File: config.mk
export PLATFORM = sky130hd
export DESIGN_NAME = uart_tx_arbiter
export DESIGN_NICKNAME = d
export VERILOG_FILES = /design/src/rtl/uart_pkg.sv /design/src/rtl/uart_tx_arbiter_rr_pick.sv /design/src/rtl/uart_tx_arbiter.sv
export SDC_FILE = /design/constraint.sdc
export NUM_CORES = 1
export LEC_CHECK = 0
export CORE_MARGIN = 1.5
export CORE_UTILIZATION = 54
export DETAILED_ROUTE_END_ITERATION = 12
export PLACE_DENSITY = 0.95
export SLEW_MARGIN = 20
export SYNTH_ARGS = -nofsm -noshare
export SYNTH_HDL_FRONTEND = slang
export SYNTH_SLANG_ARGS = --single-unit
export TNS_END_PERCENT = 1
File: constraint.sdc
create_clock -name clk -period 4.6 [get_ports clk]
set_input_delay 0.69 -clock clk [delete_from_list [all_inputs] [get_ports clk]]
set_output_delay 0.69 -clock clk [all_outputs]
set_load 0.02 [all_outputs]
File: src/rtl/uart_pkg.sv
// Shared definitions for the UART transmit path: arbiter FSM states and frame constants.
package uart_pkg;

  localparam int UART_BYTE_W     = 8;
  localparam int UART_FRAME_BITS = 12;

  typedef enum logic [2:0] {
    ST_IDLE,
    ST_HOLD,
    ST_ISSUE,
    ST_WAIT_ACK,
    ST_WAIT_DONE
  } arb_state_e;

endpackage

File: src/rtl/uart_tx_arbiter_rr_pick.sv
// Combinational rotating-priority picker: searches upward from last_grant+1 with
// wrap and returns the first active request as one-hot, index and any flag.
module rr_pick #(
  parameter int N     = 4,
  parameter int IDX_W = (N > 1) ? $clog2(N) : 1
) (
  input  logic [N-1:0]     req,
  input  logic [IDX_W-1:0] last_grant,
  output logic [N-1:0]     gnt,
  output logic [IDX_W-1:0] idx,
  output logic             any
);

  always_comb begin
    logic [IDX_W-1:0] cand;
    gnt  = '0;
    idx  = '0;
    any  = 1'b0;
    cand = '0;
    for (int k = 1; k <= N; k++) begin
      cand = IDX_W'((int'(last_grant) + k) % N);
      if (!any && req[cand]) begin
        any       = 1'b1;
        gnt[cand] = 1'b1;
        idx       = cand;
      end
    end
  end

endmodule

File: src/rtl/uart_tx_arbiter.sv
// Round-robin arbiter sharing one UartTx among NUM_REQ requesters; a grant is
// held for a whole packet, with a hold timeout and a busy-acknowledge check.
module uart_tx_arbiter
  import uart_pkg::*;
#(
  parameter int NUM_REQ  = 4,
  parameter int TIMEOUT  = 4096,
  parameter int ACK_WAIT = 4
) (
  input  logic                           clk,
  input  logic                           nrst,
  input  logic [NUM_REQ-1:0]             req_valid,
  input  logic [UART_BYTE_W*NUM_REQ-1:0] req_data,
  input  logic [NUM_REQ-1:0]             req_last,
  output logic [NUM_REQ-1:0]             req_ready,
  output logic [UART_BYTE_W-1:0]         tx_data,
  output logic                           tx_latch,
  input  logic                           tx_busy,
  output logic                           grant_active,
  output logic [$clog2(NUM_REQ)-1:0]     grant_idx,
  output logic                           lock_abort,
  output logic                           tx_err
);

  localparam int IDX_W = $clog2(NUM_REQ);
  localparam int HC_W  = $clog2(TIMEOUT + 1);
  localparam int AC_W  = $clog2(ACK_WAIT + 1);
  localparam logic [HC_W-1:0]  HOLD_LIMIT = HC_W'(TIMEOUT - 1);
  localparam logic [AC_W-1:0]  ACK_LIMIT  = AC_W'(ACK_WAIT - 1);
  localparam logic [IDX_W-1:0] LAST_INIT  = IDX_W'(NUM_REQ - 1);

  arb_state_e             state, state_nxt;
  logic                   lock;
  logic [IDX_W-1:0]       last_grant;
  logic [HC_W-1:0]        hold_cnt;
  logic [AC_W-1:0]        ack_cnt;

  logic [NUM_REQ-1:0]     pick_gnt;
  logic [IDX_W-1:0]       pick_idx;
  logic                   pick_any;

  logic [NUM_REQ-1:0]     sel;
  logic                   accept;
  logic [IDX_W-1:0]       acc_idx;
  logic [UART_BYTE_W-1:0] acc_data;
  logic                   acc_last;
  logic                   owner_valid;
  logic                   abort_fire;
  logic                   ack_fail;
  logic                   done;

  logic [UART_BYTE_W-1:0] req_byte [NUM_REQ];

  for (genvar g = 0; g < NUM_REQ; g++) begin : g_bytes
    assign req_byte[g] = req_data[UART_BYTE_W*g +: UART_BYTE_W];
  end

  rr_pick #(
    .N     (NUM_REQ),
    .IDX_W (IDX_W)
  ) u_pick (
    .req        (req_valid),
    .last_grant (last_grant),
    .gnt        (pick_gnt),
    .idx        (pick_idx),
    .any        (pick_any)
  );

  assign owner_valid = req_valid[grant_idx];

  // Accept path: combinational from req_valid / tx_busy
  always_comb begin
    sel = '0;
    if (state == ST_IDLE && pick_any) begin
      sel = pick_gnt;
    end else if (state == ST_HOLD) begin
      sel = NUM_REQ'(1) << grant_idx;
    end
    req_ready = '0;
    if ((state == ST_IDLE || state == ST_HOLD) && !tx_busy) begin
      req_ready = req_valid & sel;
    end
    accept   = |req_ready;
    acc_idx  = (state == ST_HOLD) ? grant_idx : pick_idx;
    acc_data = req_byte[acc_idx];
    acc_last = req_last[acc_idx];
  end

  always_comb begin
    state_nxt  = state;
    abort_fire = 1'b0;
    ack_fail   = 1'b0;
    done       = 1'b0;
    case (state)
      ST_IDLE: begin
        if (accept) state_nxt = ST_ISSUE;
      end
      ST_HOLD: begin
        // An owner byte in the timeout cycle still wins over the abort
        if (accept) begin
          state_nxt = ST_ISSUE;
        end else if (!owner_valid && hold_cnt == HOLD_LIMIT) begin
          abort_fire = 1'b1;
          state_nxt  = ST_IDLE;
        end
      end
      ST_ISSUE: state_nxt = ST_WAIT_ACK;
      ST_WAIT_ACK: begin
        if (tx_busy) begin
          state_nxt = ST_WAIT_DONE;
        end else if (ack_cnt >= ACK_LIMIT) begin
          ack_fail = 1'b1;
          done     = 1'b1;
        end
      end
      ST_WAIT_DONE: begin
        if (!tx_busy) done = 1'b1;
      end
      default: state_nxt = ST_IDLE;
    endcase
    if (done) state_nxt = lock ? ST_HOLD : ST_IDLE;
  end

  // Registered state, grant bookkeeping and output pulses
  always_ff @(posedge clk or negedge nrst) begin
    if (!nrst) begin
      state        <= ST_IDLE;
      lock         <= 1'b0;
      last_grant   <= LAST_INIT;
      grant_idx    <= '0;
      grant_active <= 1'b0;
      tx_latch     <= 1'b0;
      lock_abort   <= 1'b0;
      tx_err       <= 1'b0;
    end else begin
      state      <= state_nxt;
      tx_latch   <= accept;
      lock_abort <= abort_fire;
      tx_err     <= ack_fail;
      if (accept) begin
        grant_idx    <= acc_idx;
        last_grant   <= acc_idx;
        grant_active <= 1'b1;
        lock         <= !acc_last;
      end else if (abort_fire) begin
        lock         <= 1'b0;
        grant_active <= 1'b0;
      end else if (done && !lock) begin
        grant_active <= 1'b0;
      end
    end
  end

  always_ff @(posedge clk or negedge nrst) begin
    if (!nrst) begin
      hold_cnt <= '0;
      ack_cnt  <= '0;
    end else begin
      if (state == ST_HOLD && !owner_valid) hold_cnt <= hold_cnt + 1'b1;
      else                                  hold_cnt <= '0;
      if (state == ST_ISSUE || state == ST_WAIT_ACK) ack_cnt <= ack_cnt + 1'b1;
      else                                           ack_cnt <= '0;
    end
  end

  // tx_data only changes on accept and otherwise holds the last byte sent
  always_ff @(posedge clk or negedge nrst) begin
    if (!nrst) begin
      tx_data <= '0;
    end else if (accept) begin
      tx_data <= acc_data;
    end
  end

endmodule

==> results.json, run 1 <==
{
  "run_status": "finished, final reports clean",
  "setup_viol": 0,
  "grt-ovfl-total": 0,
  "vias": 2104,
  "area_growth_pct": 28.5,
  "ys.flop_type": "dfrtp_1",
  "dp_slack_ns": 0.666,
  "wl_per_cell_microns": 15.2,
  "port_buffers": 60,
  "finClkSkew_ns": 0.0107,
  "cts_resized": 0,
  "cts_max_path_buffers": 2,
  "cts_tree": "yes",
  "synth_warnings": 0,
  "synth_cells": 256,
  "cellPowerDensity_nw_per_um2": 653,
  "post-cts-setup-buffer-count": 0,
  "coreArea_sq_um": 4380,
  "setup.worst_path.class": "reg2out",
  "die_w_microns": 70.8,
  "cts-root-buf": "clkbuf_8",
  "die_area_sq_um": 5010,
  "num_io_pins": 61,
  "min_period_ns": 4.04,
  "nNetsFinal": 364,
  "cts.sinks": 36,
  "gp_congestion": 0.854,
  "leakage_nw": 1.38,
  "setup_tns_ns": 0,
  "r2r_cells": 9,
  "slew_headroom": 0.495,
  "path_max_fanout": 18,
  "maxCapViolCount": 0,
  "cp.required_ns": 3.91,
  "final_common_cell": "clkdlybuf4s50_1",
  "grt_pass1_vias": 1990,
  "total_power_mw": 2.08,
  "hold_viol": 0,
  "initial_core_util": 0.566,
  "critical_path_arrival_ns": 3.35,
  "ys_types": 49,
  "clk_latency_ns": 0.29,
  "initialDrtViolationCount": 254,
  "clk_pin_slew_ns": 0.07,
  "worst_pin_slew_ns": 0.757,
  "synth_edf_count": 0,
  "grt_max_degree": 37,
  "holdBufCountCts": 0,
  "critPathLaunchType": "flip-flop",
  "viasPerCell": 5.80,
  "fillers": 335,
  "dpl_cell_area_sq_um": 3100,
  "first_pass_iters": 4,
  "rsz0062_at_grt": "no",
  "antenna_found_initial": 0,
  "h-tree-depth": 2,
  "async_flop_share": 1.00,
  "fin_crit_sh": 0.878,
  "ir_worst_vdd_v": 0.000393,
  "seq_area_frac_synth": 0.364,
  "num_rows": 24,
  "drt_wl_total_microns": 5520,
  "postSynthAreaPerCell_sq_um": 9.70,
  "drtAntennaViolNets": 0,
  "numCtsBuffers": 5,
  "drc_errors": 0,
  "synth_seq_cells": 36,
  "track_usage": 0.232,
  "synth_area_sq_um": 2480,
  "cp-end-kind": "output pin",
  "grt_pass1_wl_microns": 9300,
  "hold_class": "in2async",
  "max_freq_mhz": 248,
  "drive_gt1_frac": 0.113,
  "antenna_cells": 0,
  "design_area_sq_um": 3190,
  "syn-num-nets": 310,
  "die_h_microns": 70.8,
  "dp_hpwl_microns": 4250,
  "fin_ws_ns": 0.562,
  "layout_common_cells": "clkdlybuf4s50_1 (59), dfrtp_1 (34), nor2_1 (26)",
  "maxSlewViolCount": 0
}
-- cell type report --
| class | instances | area [sq um] | share of cell area |
|---|---|---|---|
| clock buffers | 7 | 86.3 | 0.0271 |
| well taps | 52 | 65.1 | 0.0204 |
| repair buffers | 63 | 618 | 0.194 |
| flip-flops and latches | 36 | 903 | 0.283 |
| multi-input cells | 194 | 1470 | 0.461 |
| inverters | 10 | 37.5 | 0.0118 |
| clock inverters | 1 | 7.51 | 0.00235 |
-- logic make-up after synthesis --
group,Yosys count,synth area share
mux,38,0.184
flops,36,0.364
xor+xnor,11,0.0388
fa+ha+maj,11,0.0554
compound gates,50,0.131
simple gates,84,0.182
buf+inv,26,0.0449
-- where the power goes --
group	switching [mW]	leakage (nW)	internal [mW]	total [mW]
logic	0.663	0.871	0.646	1.31
clock network	0.108	0.0445	0.122	0.229
registers	0.128	0.466	0.417	0.545
total	0.899	1.38	1.18	2.08
-- final timing paths --
path                                           start                        to  slack (ns)
hold reg to reg                 ack_cnt[0]$_DFF_PN0_      ack_cnt[0]$_DFF_PN0_        0.47
hold / removal                                  nrst     hold_cnt[1]$_DFF_PN0_        0.47
min in group clk                ack_cnt[0]$_DFF_PN0_      ack_cnt[0]$_DFF_PN0_        0.47
setup reg to reg           last_grant[0]$_DFFE_PN1P_  grant_idx[1]$_DFFE_PN0P_        1.23
max in group asynchronous                       nrst  grant_idx[0]$_DFFE_PN0P_        3.64
setup / recovery           last_grant[0]$_DFFE_PN1P_              req_ready[1]        0.56
-- critical path, cell delays in order (launching register included) --
cell	delay (ns)
dfstp_2	0.77
inv_1	0.18
ha_1	0.44
mux4_2	0.43
inv_1	0.16
o22ai_1	0.11
a21oi_1	0.30
clkdlybuf4s50_1	0.67
-- registers in the layout, summed over array words and instances (netlist names) --
register / flops
grant_idx: 2
hold_cnt: 13
tx_latch: 1
state: 3
lock: 1
grant_active: 1
last_grant: 2
lock_abort: 1
ack_cnt: 3
tx_err: 1
tx_data: 8
-- synth_stat cells, drive strengths merged, types with 2 or more instances --
library cell	count	area share
dfrtp	34	0.34
nor2	26	0.039
mux2i	22	0.089
o21ai	17	0.034
nand2	16	0.024
ha	11	0.055
mux2	11	0.050
inv	10	0.015
clkbuf	9	0.014
o22ai	9	0.025
a21oi	8	0.018
nand3	8	0.016
buf	7	0.016
nor3b	7	0.021
xor2	7	0.025
and3	6	0.015
mux4	5	0.045
a21o	4	0.012
nand2b	4	0.010
nor2b	4	0.010
xnor2	4	0.014
a22oi	2	0.0060
dfstp	2	0.021
nor3	2	0.0040
or3b	2	0.0071
-- stage by stage --
| step | hold WS, ns | instances | utilization |
|---|---|---|---|
| 5_1_grt | 0.506 | 363 | 0.727 |
| 4_1_cts | 0.482 | 363 | 0.727 |
| 2_1_floorplan | 0.394 | 256 | - |
| 3_3_place_gp | 0.451 | 355 | 0.706 |
| 3_5_place_dp | 0.472 | 355 | 0.706 |
| 6_report | 0.465 | 363 | 0.727 |
-- layer usage --
metal | track usage | share of wire
met5 | 0 | 0
met4 | 0.0524 | 0.0091
met3 | 0.0584 | 0.070
met2 | 0.403 | 0.51
met1 | 0.292 | 0.41
Note: power is estimated with default switching activity, not from simulation.
==> inputs of run 2 (changes only) <==
--- a/config.mk
+++ b/config.mk
@@ -5,8 +5,10 @@
 export SDC_FILE = /design/constraint.sdc
 export NUM_CORES = 1
 export LEC_CHECK = 0
+export CAP_MARGIN = 40
 export CORE_MARGIN = 1.5
 export CORE_UTILIZATION = 54
+export CTS_CLUSTER_SIZE = 12
 export DETAILED_ROUTE_END_ITERATION = 12
 export PLACE_DENSITY = 0.95
 export SLEW_MARGIN = 20
==> results.json, run 2 (synthesis results as in run 1) <==
{
  "run_status": "finished, final reports clean",
  "worst_pin_slew_ns": 0.633,
  "track_usage": 0.232,
  "path_max_fanout": 18,
  "antenna_cells": 0,
  "path_cells": "inv_1, ha_1, mux4_2, inv_1, o22ai_1, a21oi_1, clkdlybuf4s50_1",
  "final_cells": 364,
  "wl_met2_microns": 2800,
  "max_freq_mhz": 247,
  "drc_errors": 0,
  "min_period_ns": 4.04,
  "fin_ws_ns": 0.559,
  "leakage_nw": 1.39,
  "num_io_pins": 61,
  "critPathSlowestCell": "dfstp_2",
  "p_int_mw": 1.19,
  "final_common_cell": "clkdlybuf4s50_1",
  "post-cts-setup-buffer-count": 0,
  "area_growth_pct": 29.3,
  "cp.required_ns": 3.91,
  "initial_core_util": 0.566,
  "drtAntennaViolNets": 0,
  "clkPwrFrac": 0.110,
  "p_comb_frac": 0.628,
  "largest_reg_flops": 13,
  "wl_per_cell_microns": 15.2,
  "dp_hpwl_microns": 4250,
  "grt-ovfl-total": 0,
  "maxSlewViolCount": 0,
  "ir_worst_vdd_v": 0.000394,
  "die_h_microns": 70.8,
  "fin_crit_sh": 0.878,
  "cts.sinks": 36,
  "grt_pass1_wl_microns": 9300,
  "place_inst": 355,
  "antenna_found_initial": 0,
  "critical_path_arrival_ns": 3.35,
  "slowest_delay_ns": 0.77,
  "critPathLaunchType": "flip-flop",
  "dp_slack_ns": 0.666,
  "setup_viol": 0,
  "clk_pin_slew_ns": 0.07,
  "gp_congestion": 0.854,
  "holdWs_ns": 0.181,
  "cts_tree": "yes",
  "num_rows": 24,
  "die_area_sq_um": 5010,
  "die_w_microns": 70.8,
  "slew_headroom": 0.572,
  "viasPerCell": 5.85,
  "port_buffers": 60,
  "swShare": 0.431,
  "final_core_util": 0.732,
  "setup.worst_path.class": "reg2out",
  "cts-root-buf": "clkbuf_8",
  "cts_resized": 0,
  "top_register": "hold_cnt",
  "seqPwrFrac": 0.261,
  "nNetsFinal": 365,
  "cts_max_path_buffers": 2,
  "h-tree-depth": 2,
  "initialDrtViolationCount": 251,
  "drt_wl_total_microns": 5550,
  "drive_gt1_frac": 0.115,
  "finClkSkew_ns": 0.0120,
  "hold_viol": 0,
  "crit_top_cell": "inv_1",
  "coreArea_sq_um": 4380,
  "first_pass_iters": 4,
  "grt_pass1_vias": 1990,
  "clk_latency_ns": 0.29,
  "cellPowerDensity_nw_per_um2": 650,
  "drt-met1-wl_microns": 2300,
  "cp-end-kind": "output pin",
  "grt_max_degree": 37,
  "met3WireLength_microns": 384,
  "p_switching_mw": 0.900,
  "holdBufCountCts": 0,
  "numCtsBuffers": 5,
  "setup_tns_ns": 0,
  "vias": 2130,
  "largestRegisters": "hold_cnt: 13 flops, tx_data: 8 flops",
  "maxCapViolCount": 0,
  "top_layer_used": "met4",
  "hold_class": "in2async",
  "rsz0062_at_grt": "no",
  "layout_common_cells": "clkdlybuf4s50_1 (59), dfrtp_1 (34), nor2_1 (26)"
}
run 2: changes by cell type in the layout (fill, tap and decap cells not counted):
| cell | before | now |
|---|---|---|
| buf_12 | 0 | 1 |
run 2: layout make-up:
type                    count  area (sq um)
clock buffers               7          86.3
clock inverters             1          7.51
fillers                   333          1170
inverters                  10          37.5
multi-input cells         194          1470
flip-flops and latches     36           903
well taps                  52          65.1
repair buffers             64           638
run 2: power groups by stage:
stage	registers (mW)	logic [mW]	clock network, mW
3_5_place_dp	0.550	1.31	0
4_1_cts	0.544	1.31	0.238
2_1_floorplan	0.543	0.964	0
5_1_grt	0.562	1.44	0.250
6_report	0.545	1.31	0.230
3_3_place_gp	0.540	1.27	0
run 2: layer usage:
layer / vias to the layer above / global-route usage
met5: - / 0
met4: 0 / 0.0524
met3: 8 / 0.0584
met2: 99 / 0.403
met1: 993 / 0.292
li1: 1030 / -
run 2: path summary, 6_finish.rpt:
check                                                from                         to  slack (ns)  cells past startpoint
worst max-delay path            last_grant[0]$_DFFE_PN1P_               req_ready[1]        0.56                      7
worst min-delay path                                 nrst      hold_cnt[1]$_DFF_PN0_        0.18                      1
worst max register to register  last_grant[0]$_DFFE_PN1P_   grant_idx[1]$_DFFE_PN0P_        1.23                      9
worst min register to register       ack_cnt[0]$_DFF_PN0_       ack_cnt[0]$_DFF_PN0_        0.47                      1
max in group asynchronous                            nrst  last_grant[1]$_DFFE_PN1P_        3.98                      2
min in group clk                     ack_cnt[0]$_DFF_PN0_       ack_cnt[0]$_DFF_PN0_        0.47                      1
run 2: worst max-delay path, delay by kind of cell (launching register included):
family / cells / cell delay (ns)
buffers and inverters: 3 / 1.03
multiplexers: 1 / 0.42
adder cells (fa/ha/maj): 1 / 0.44
AO/OA/AOI/OAI: 2 / 0.41
flip-flops: 1 / 0.77
run 2: metrics by stage:
step	power [mW]	cell area (sq um)
6_report	2.09	3210
5_1_grt	2.26	3210
4_1_cts	2.10	3190
3_5_place_dp	1.86	3100
3_3_place_gp	1.81	3100
2_1_floorplan	1.51	2480
==> inputs of run 3 (changes only) <==
--- a/config.mk
+++ b/config.mk
@@ -5,9 +5,10 @@
 export SDC_FILE = /design/constraint.sdc
 export NUM_CORES = 1
 export LEC_CHECK = 0
+export ABC_AREA = 1
 export CAP_MARGIN = 40
 export CORE_MARGIN = 1.5
-export CORE_UTILIZATION = 54
+export CORE_UTILIZATION = 55
 export CTS_CLUSTER_SIZE = 12
 export DETAILED_ROUTE_END_ITERATION = 12
 export PLACE_DENSITY = 0.95
==> results.json, run 3 <==
{
  "path_max_fanout": 8,
  "cts_resized": 0,
  "cts-root-buf": "clkbuf_8",
  "cp_top_family": "buffers and inverters",
  "hold_start": "ack_cnt[0]$_DFF_PN0_",
  "layout_common_cells": "nand2_1 (120), clkdlybuf4s50_1 (60), inv_1 (57)",
  "vias": 2606,
  "syn-num-nets": 432,
  "initial_core_util": 0.570,
  "timing.critical_path.buf_inv": 5,
  "critPathLaunchType": "flip-flop",
  "wl_per_cell_microns": 12.3,
  "final_core_util": 0.726,
  "synth.most_common_cell": "nand2_1",
  "numCtsBuffers": 5,
  "fin_crit_sh": 0.826,
  "r2r_start": "last_grant[1]$_DFFE_PN1P_",
  "grt_pass1_vias": 2459,
  "crit_start": "last_grant[1]$_DFFE_PN1P_",
  "ir_worst_vdd_v": 0.000456,
  "grt_max_degree": 37,
  "maxSlewViolCount": 0,
  "critPathSlowestCell": "dfstp_2",
  "synth_warnings": 0,
  "postSynthAreaPerCell_sq_um": 7.07,
  "async_flop_share": 1.00,
  "ys_types": 35,
  "antenna_found_initial": 0,
  "cellPowerDensity_nw_per_um2": 743,
  "grt_pass1_wl_microns": 10400,
  "worst_pin_slew_ns": 0.429,
  "finClkSkew_ns": 0.00657,
  "synth_cells": 378,
  "antenna_cells": 0,
  "coreArea_sq_um": 4690,
  "cts_max_path_buffers": 2,
  "gp_congestion": 0.945,
  "track_usage": 0.248,
  "largest_reg_flops": 13,
  "rsz0062_at_grt": "no",
  "initialDrtViolationCount": 151,
  "first_pass_iters": 4,
  "synth_area_sq_um": 2670,
  "holdBufCountCts": 0,
  "max_freq_mhz": 263,
  "cts_tree": "yes",
  "min_period_ns": 3.80,
  "ys.flop_type": "dfrtp_1",
  "cp-end-kind": "output pin",
  "maxCapViolCount": 0,
  "crit_top_cell": "inv_1",
  "num_rows": 25,
  "drc_errors": 0,
  "hold_viol": 0,
  "slew_headroom": 0.714,
  "drive_gt1_frac": 0.0977,
  "seq_area_frac_synth": 0.338,
  "setup.worst_path.class": "reg2out",
  "hold_class": "reg2reg",
  "largestRegisters": "hold_cnt: 13 flops, tx_data: 8 flops",
  "grt-ovfl-total": 0,
  "synth_top_area_cell": "dfrtp_1",
  "top_register": "hold_cnt",
  "synth_top_area_frac": 0.318,
  "drtAntennaViolNets": 0,
  "num_io_pins": 61,
  "drt_wl_total_microns": 6070,
  "viasPerCell": 5.28,
  "run_status": "finished, final reports clean",
  "die_area_sq_um": 5290,
  "setup_viol": 0,
  "path_cells": "inv_1, ha_1, inv_1, nand3_2, nand2_4, inv_4, nand2_1, nor2_2, nand3_1, nand3_1, nand2_1, inv_1, clkdlybuf4s50_1",
  "h-tree-depth": 2,
  "dp_hpwl_microns": 4640,
  "slowest_delay_ns": 0.63,
  "yosys-top-cells-count": "nand2_1 (120), inv_1 (57), dfrtp_1 (34), nor2_1 (28), nand3_1 (26)",
  "port_buffers": 60,
  "synthTopCellsByArea": "dfrtp_1 (32%), nand2_1 (17%), inv_1 (8.0%)",
  "clk_latency_ns": 0.29,
  "synth_edf_count": 0,
  "leakage_nw": 1.67,
  "die_w_microns": 72.7,
  "cts.sinks": 36,
  "critical_path_arrival_ns": 3.11,
  "final_common_cell": "nand2_1",
  "die_h_microns": 72.7,
  "post-cts-setup-buffer-count": 0,
  "clk_pin_slew_ns": 0.07,
  "synth_seq_cells": 36,
  "cp.required_ns": 3.91,
  "area_growth_pct": 27.3,
  "nNetsFinal": 493,
  "setup_tns_ns": 0
}
==> run 3: cells by family (layout without fill, tap and decap cells) <==
| family | count (synthesis) | after routing | share of synthesized area |
|---|---|---|---|
| compound gates | 48 | 48 | 0.115 |
| xor+xnor | 2 | 2 | 0.00655 |
| fa+ha+maj | 11 | 11 | 0.0515 |
| buf+inv | 68 | 130 | 0.117 |
| flops | 36 | 36 | 0.338 |
| simple gates | 213 | 213 | 0.373 |
==> run 3: report_power, final <==
| group | switching [mW] | leakage, nW | internal [mW] | total, mW |
|---|---|---|---|---|
| Sequential | 0.0940 | 0.467 | 0.416 | 0.510 |
| Combinational | 1.12 | 1.14 | 0.598 | 1.71 |
| Clock | 0.113 | 0.0645 | 0.191 | 0.304 |
==> run 3: path summary, 6_finish.rpt <==
kind	to	slack (ns)	cells past startpoint
setup / recovery	req_ready[1]	0.80	13
hold / removal	ack_cnt[0]$_DFF_PN0_	0.46	1
setup reg to reg	lock$_DFFE_PN0P_	1.60	17
hold reg to reg	ack_cnt[0]$_DFF_PN0_	0.46	1
max in group asynchronous	last_grant[0]$_DFFE_PN1P_	3.47	2
min in group asynchronous	ack_cnt[0]$_DFF_PN0_	0.80	2
==> run 3: final cells by class <==
cell class / instances / area (sq um)
inverters: 61 / 240
well taps: 54 / 67.6
multi-input cells: 274 / 1460
fillers: 354 / 1290
clock inverters: 1 / 30.0
clock buffers: 7 / 96.3
repair buffers: 61 / 608
flip-flops and latches: 36 / 903
==> run 3: worst register-to-register path, stage by stage (launching register included) <==
cell,delay (ns)
dfstp_2,0.63
inv_1,0.19
ha_1,0.45
inv_1,0.11
nand3_1,0.09
nand2_1,0.12
a21oi_1,0.24
inv_1,0.06
nand2_1,0.06
nand2_1,0.06
nand2_2,0.09
nand2_4,0.19
nand2_1,0.13
nand2_1,0.05
o21ai_1,0.16
nand2_1,0.10
nand2_1,0.09
inv_1,0.06
==> run 3: metal layers <==
| metal | routed length (microns) | vias to the layer above | global-route usage | share of wire |
|---|---|---|---|---|
| li1 | - | 1321 | - | - |
| met1 | 2630 | 1199 | 0.292 | 0.43 |
| met2 | 3020 | 74 | 0.451 | 0.50 |
| met3 | 326 | 12 | 0.0622 | 0.054 |
| met4 | 97 | 0 | 0.0608 | 0.016 |
| met5 | 0 | - | 0 | 0 |
==> run 3: through the flow <==
| step | hold WS, ns | total power, mW | setup slack, ns | cell area [sq um] | std cells |
|---|---|---|---|---|---|
| after global placement | 0.449 | 2.17 | 1.14 | 3280 | 486 |
| after CTS | 0.462 | 2.53 | 0.814 | 3400 | 494 |
| after global routing | 0.490 | 2.76 | 0.617 | 3400 | 494 |
| final | 0.462 | 2.53 | 0.802 | 3400 | 494 |
| after detailed placement | 0.453 | 2.22 | 1.12 | 3280 | 486 |
| after floorplan | 0.394 | 1.88 | 1.89 | 2670 | 378 |
